**src/rtl/alu_share_arbiter.sv**
```systemverilog
// Round-robin arbiter sharing one external 64-bit ALU between two requesters.
// One op per 3 cycles at best: grant (IDLE), capture (EXEC), hold until rsp handshake (RESP).
module alu_share_arbiter (
  input  logic        clk,
  input  logic        reset,
  input  logic        req0_valid,
  input  logic        req1_valid,
  output logic        req0_ready,
  output logic        req1_ready,
  input  logic [63:0] req0_a,
  input  logic [63:0] req0_b,
  input  logic [63:0] req1_a,
  input  logic [63:0] req1_b,
  input  logic [3:0]  req0_op,
  input  logic [3:0]  req1_op,
  output logic [63:0] alu_a,
  output logic [63:0] alu_b,
  output logic [3:0]  alu_op,
  input  logic [63:0] alu_result,
  input  logic        alu_zero,
  output logic        rsp_valid,
  input  logic        rsp_ready,
  output logic        rsp_id,
  output logic [63:0] rsp_result,
  output logic        rsp_zero,
  output logic        rsp_err
);

  typedef enum logic [1:0] {IDLE, EXEC, RESP} state_t;

  state_t      state_q;
  logic        ptr_q;
  logic        id_q;
  logic [63:0] a_q, b_q;
  logic [3:0]  op_q;
  logic        rsp_valid_q, rsp_id_q, rsp_zero_q, rsp_err_q;
  logic [63:0] rsp_result_q;

  logic        gnt_vld, gnt_id, op_legal;
  logic [63:0] result_d;
  logic        zero_d;

  // A lone requester wins outright; the pointer only breaks ties.
  always_comb begin
    gnt_vld    = !reset && (state_q == IDLE) && (req0_valid || req1_valid);
    gnt_id     = (req0_valid && req1_valid) ? ptr_q : req1_valid;
    req0_ready = gnt_vld && !gnt_id;
    req1_ready = gnt_vld && gnt_id;
  end

  always_comb begin
    case (op_q)
      4'b0000, 4'b0001, 4'b0010, 4'b0110, 4'b1100, 4'b1000: op_legal = 1'b1;
      default:                                              op_legal = 1'b0;
    endcase
    result_d = op_legal ? alu_result : 64'd0;
    zero_d   = op_legal ? alu_zero   : 1'b1;
  end

  always_ff @(posedge clk) begin
    if (reset) begin
      state_q      <= IDLE;
      ptr_q        <= 1'b0;
      id_q         <= 1'b0;
      a_q          <= '0;
      b_q          <= '0;
      op_q         <= '0;
      rsp_valid_q  <= 1'b0;
      rsp_id_q     <= 1'b0;
      rsp_result_q <= '0;
      rsp_zero_q   <= 1'b0;
      rsp_err_q    <= 1'b0;
    end else begin
      case (state_q)
        IDLE: begin
          if (gnt_vld) begin
            a_q     <= gnt_id ? req1_a  : req0_a;
            b_q     <= gnt_id ? req1_b  : req0_b;
            op_q    <= gnt_id ? req1_op : req0_op;
            id_q    <= gnt_id;
            ptr_q   <= !gnt_id;
            state_q <= EXEC;
          end
        end
        EXEC: begin
          rsp_valid_q  <= 1'b1;
          rsp_id_q     <= id_q;
          rsp_result_q <= result_d;
          rsp_zero_q   <= zero_d;
          rsp_err_q    <= !op_legal;
          state_q      <= RESP;
        end
        RESP: begin
          if (rsp_ready) begin
            rsp_valid_q <= 1'b0;
            state_q     <= IDLE;
          end
        end
        default: state_q <= IDLE;
      endcase
    end
  end

  assign alu_a      = a_q;
  assign alu_b      = b_q;
  assign alu_op     = op_q;
  assign rsp_valid  = rsp_valid_q;
  assign rsp_id     = rsp_id_q;
  assign rsp_result = rsp_result_q;
  assign rsp_zero   = rsp_zero_q;
  assign rsp_err    = rsp_err_q;

endmodule

```
**config.mk**
```make
export PLATFORM = sky130hd
export DESIGN_NAME = alu_share_arbiter
export DESIGN_NICKNAME = d
export VERILOG_FILES = /design/src/rtl/alu_share_arbiter.sv
export SDC_FILE = /design/constraint.sdc
export NUM_CORES = 1
export LEC_CHECK = 0
export BUFFER_PORTS_ARGS = -buffer_cell sky130_fd_sc_hd__buf_2
export CORE_AREA = 2 2 208 210
export DETAILED_ROUTE_END_ITERATION = 16
export DIE_AREA = 0 0 210 212
export HOLD_SLACK_MARGIN = 0.03
export PLACE_DENSITY = 0.41
export SYNTH_ARGS = -nofsm -noshare
export SYNTH_HDL_FRONTEND = slang
export SYNTH_SLANG_ARGS = --single-unit
```
**constraint.sdc**
```tcl
create_clock -name clk -period 3.2 [get_ports clk]
set_clock_uncertainty 0.05 [all_clocks]
set_input_delay 0.64 -clock clk [delete_from_list [all_inputs] [get_ports clk]]
set_output_delay 0.64 -clock clk [all_outputs]
set_load 0.05 [all_outputs]
```
==> results.sh <==
export IMPL_status="finished clean"
export IMPL_rows=76
export IMPL_power_mw=8.07
export IMPL_cpPeakStageDelay_ps=390
export IMPL_dr_pass1_iters=5
export IMPL_synth_top_family_by_area="compound AO/OA/AOI/OAI gates"
export IMPL_syn2layout_area_growth_pct=52.5
export IMPL_grt_total_usage_pct=13.6
export IMPL_grt_antenna_before_repair=5
export IMPL_cp_start_kind="register"
export IMPL_ys_seq_area_share_pct=52.6
export IMPL_fin_util_pct=27.9
export IMPL_post_dp_hpwl_um=22600
export IMPL_drt_initial_drc_count=391
export IMPL_grt_ovfl_total=0
export IMPL_layout_nets=1472
export IMPL_postCtsSetupBuffers=0
export IMPL_grt_max_degree=133
export IMPL_fp_dieW_um=210
export IMPL_drive_gt1_share_pct=51.8
export IMPL_fp_dieH_um=212
export IMPL_setup_ws_ps=777
export IMPL_rsz0062_at_grt="false"
export IMPL_antenna_left=0
export IMPL_worstPathCellList="nor3_4 -> and3_4 -> buf_2"
export IMPL_synth_edf_count=0
export IMPL_grt_pass1_vias=7526
export IMPL_setup_viol=0
export IMPL_ctsHoldBuffers=0
export IMPL_hold_violations=0
export IMPL_initial_core_util_pct=18.3
export IMPL_async_flop_share_pct=0
export IMPL_core_area_um2=42500
export IMPL_fin_cells=1704
export IMPL_synthMuxAreaShare_pct=0.145
export IMPL_numCtsBuffers=25
export IMPL_tns_ps=0
export IMPL_power_density_nw_per_um2=682
export IMPL_synthFlopType="dfxtp_1"
export IMPL_avgSynthCellArea_um2=11.9
export IMPL_ios=536
export IMPL_cts_tree="yes"
export IMPL_crit_buf_inv=1
export IMPL_final_area_um2=11800
export IMPL_drv_slew=0
export IMPL_clk_path_buf_depth=3
export IMPL_synthAdderAreaFrac_pct=0
export IMPL_p_leak_nw=5.78
export IMPL_crit_type="register to primary output"
export IMPL_path_max_fanout=7
export IMPL_synthesis_area_um2=7760
export IMPL_clkSinkCount=204
export IMPL_crit_family="simple AND/OR/NAND/NOR gates"
export IMPL_synth_xor_area_share_pct=0
export IMPL_port_buffers=535
export IMPL_slew_headroom_pct=33.7
export IMPL_drt_total_wl_um=32900
export IMPL_syn_nets=985
export IMPL_grt_pass1_wl_um=47400
export IMPL_ys_ff_latch=204
export IMPL_worst_pin_slew_ps=995
export IMPL_critPathCaptureType="primary output"
export IMPL_cp_arrival_ps=1730
export IMPL_synth_compound_area_share_pct=25.4
export IMPL_fin_hold_ws_ps=258
export IMPL_post_route_period_util_pct=75.7
export IMPL_htreeDepth=1
export IMPL_cts_repair_resized=0
export IMPL_wl_per_cell_um=19.3
export IMPL_gp_congestion=0.783
export IMPL_path_clk_slew_ps=60
export IMPL_synth_distinct_cells=32
export IMPL_fin_crit_ps=2420
export IMPL_vdd_drop_max_mv=0.316
export IMPL_cts_root_buffer="clkbuf_16"
export IMPL_yosys_area_share_simple_pct=16.8
export IMPL_placed_area_um2=10900
export IMPL_critPathSlowestCell="dfxtp_1"
export IMPL_cp_required_ps=2510
export IMPL_clock_latency_ps=540
export IMPL_fmax_mhz=413
export IMPL_drc=0
export IMPL_viasPerCell=4.59
export IMPL_dieArea_um2=44500
export IMPL_num_vias=7819
export IMPL_yosysWarnings=0
export IMPL_synth_cells=651
export IMPL_dp_slack_ps=697
export IMPL_drv_cap=0
export IMPL_dp_cells=1657
export IMPL_hp_class="input port to register"
## registers in the layout (all words and copies together), names as in the netlist
| signal | flops |
|---|---|
| rsp_id | 1 |
| rsp_err | 1 |
| state_q | 2 |
| id_q | 1 |
| alu_b | 64 |
| alu_op | 4 |
| rsp_valid | 1 |
| ptr_q | 1 |
| alu_a | 64 |
| rsp_result | 64 |
| rsp_zero | 1 |
## where the power goes
group / switching [mW] / internal, mW / total [mW]
combinational: 1.35 / 0.555 / 1.90
sequential: 0.141 / 2.79 / 2.93
clock: 1.17 / 2.07 / 3.24
## worst reg2reg max path: stages, from the launching register on
cell	delay, ps
dfxtp_1	390
nor3_4	270
and3_4	240
buf_4	690
a221o_1	410
## cells in the final DEF, fill, tap and decap left out, types with 3 or more instances in the layout
cell / instances
a221o_1: 132
buf_2: 534
nor2_1: 4
clkbuf_8: 7
buf_4: 6
buf_12: 5
and4_1: 132
clkbuf_16: 25
dfxtp_1: 204
diode_2: 3
bufinv_16: 6
a22o_1: 64
## cells by family after synthesis
logic type | Yosys count
simple gates | 154
buf+inv | 85
compound gates | 207
flops | 204
mux | 1
## Yosys cell counts, types with 2 or more instances
cell type | instances | area [µm²]
a22o_1 | 64 | 561
dfxtp_1 | 204 | 4080
a221o_1 | 132 | 1320
nand2b_1 | 2 | 12.5
nor2_1 | 5 | 18.8
and4_1 | 132 | 1160
clkbuf_1 | 60 | 225
buf_6 | 7 | 78.8
nand3b_1 | 2 | 15.0
and3_1 | 2 | 12.5
nand2_1 | 3 | 11.3
a21oi_1 | 2 | 10.0
buf_2 | 17 | 85.1
## layer usage
layer | GRT usage (%) | share of wire (%) | wire length (µm)
met1 | 16.2 | 40 | 13200
met2 | 23.2 | 49 | 16000
met3 | 4.80 | 8.9 | 2940
met4 | 3.72 | 2.3 | 743
met5 | 0 | 0.15 | 48
## final timing paths
check	startpoint	end	slack (ps)	cells after the start
max	state_q[1]	req1_ready	780	3
min	alu_result[49]	rsp_result[49]	260	2
max reg2reg	state_q[1]	alu_b[38]	1090	4
min reg2reg	rsp_id	rsp_id	410	2
## area by class of cell
cell class                 count  area, µm²
multi-input combinational    362       3310
antenna                        3       7.51
fill                        4521      30700
clock buffer                  34        729
clock inverter                10        208
timing repair buffer         545       2820
tap                          546        683
sequential                   204       4080
Power figures use the tool's default switching activity.
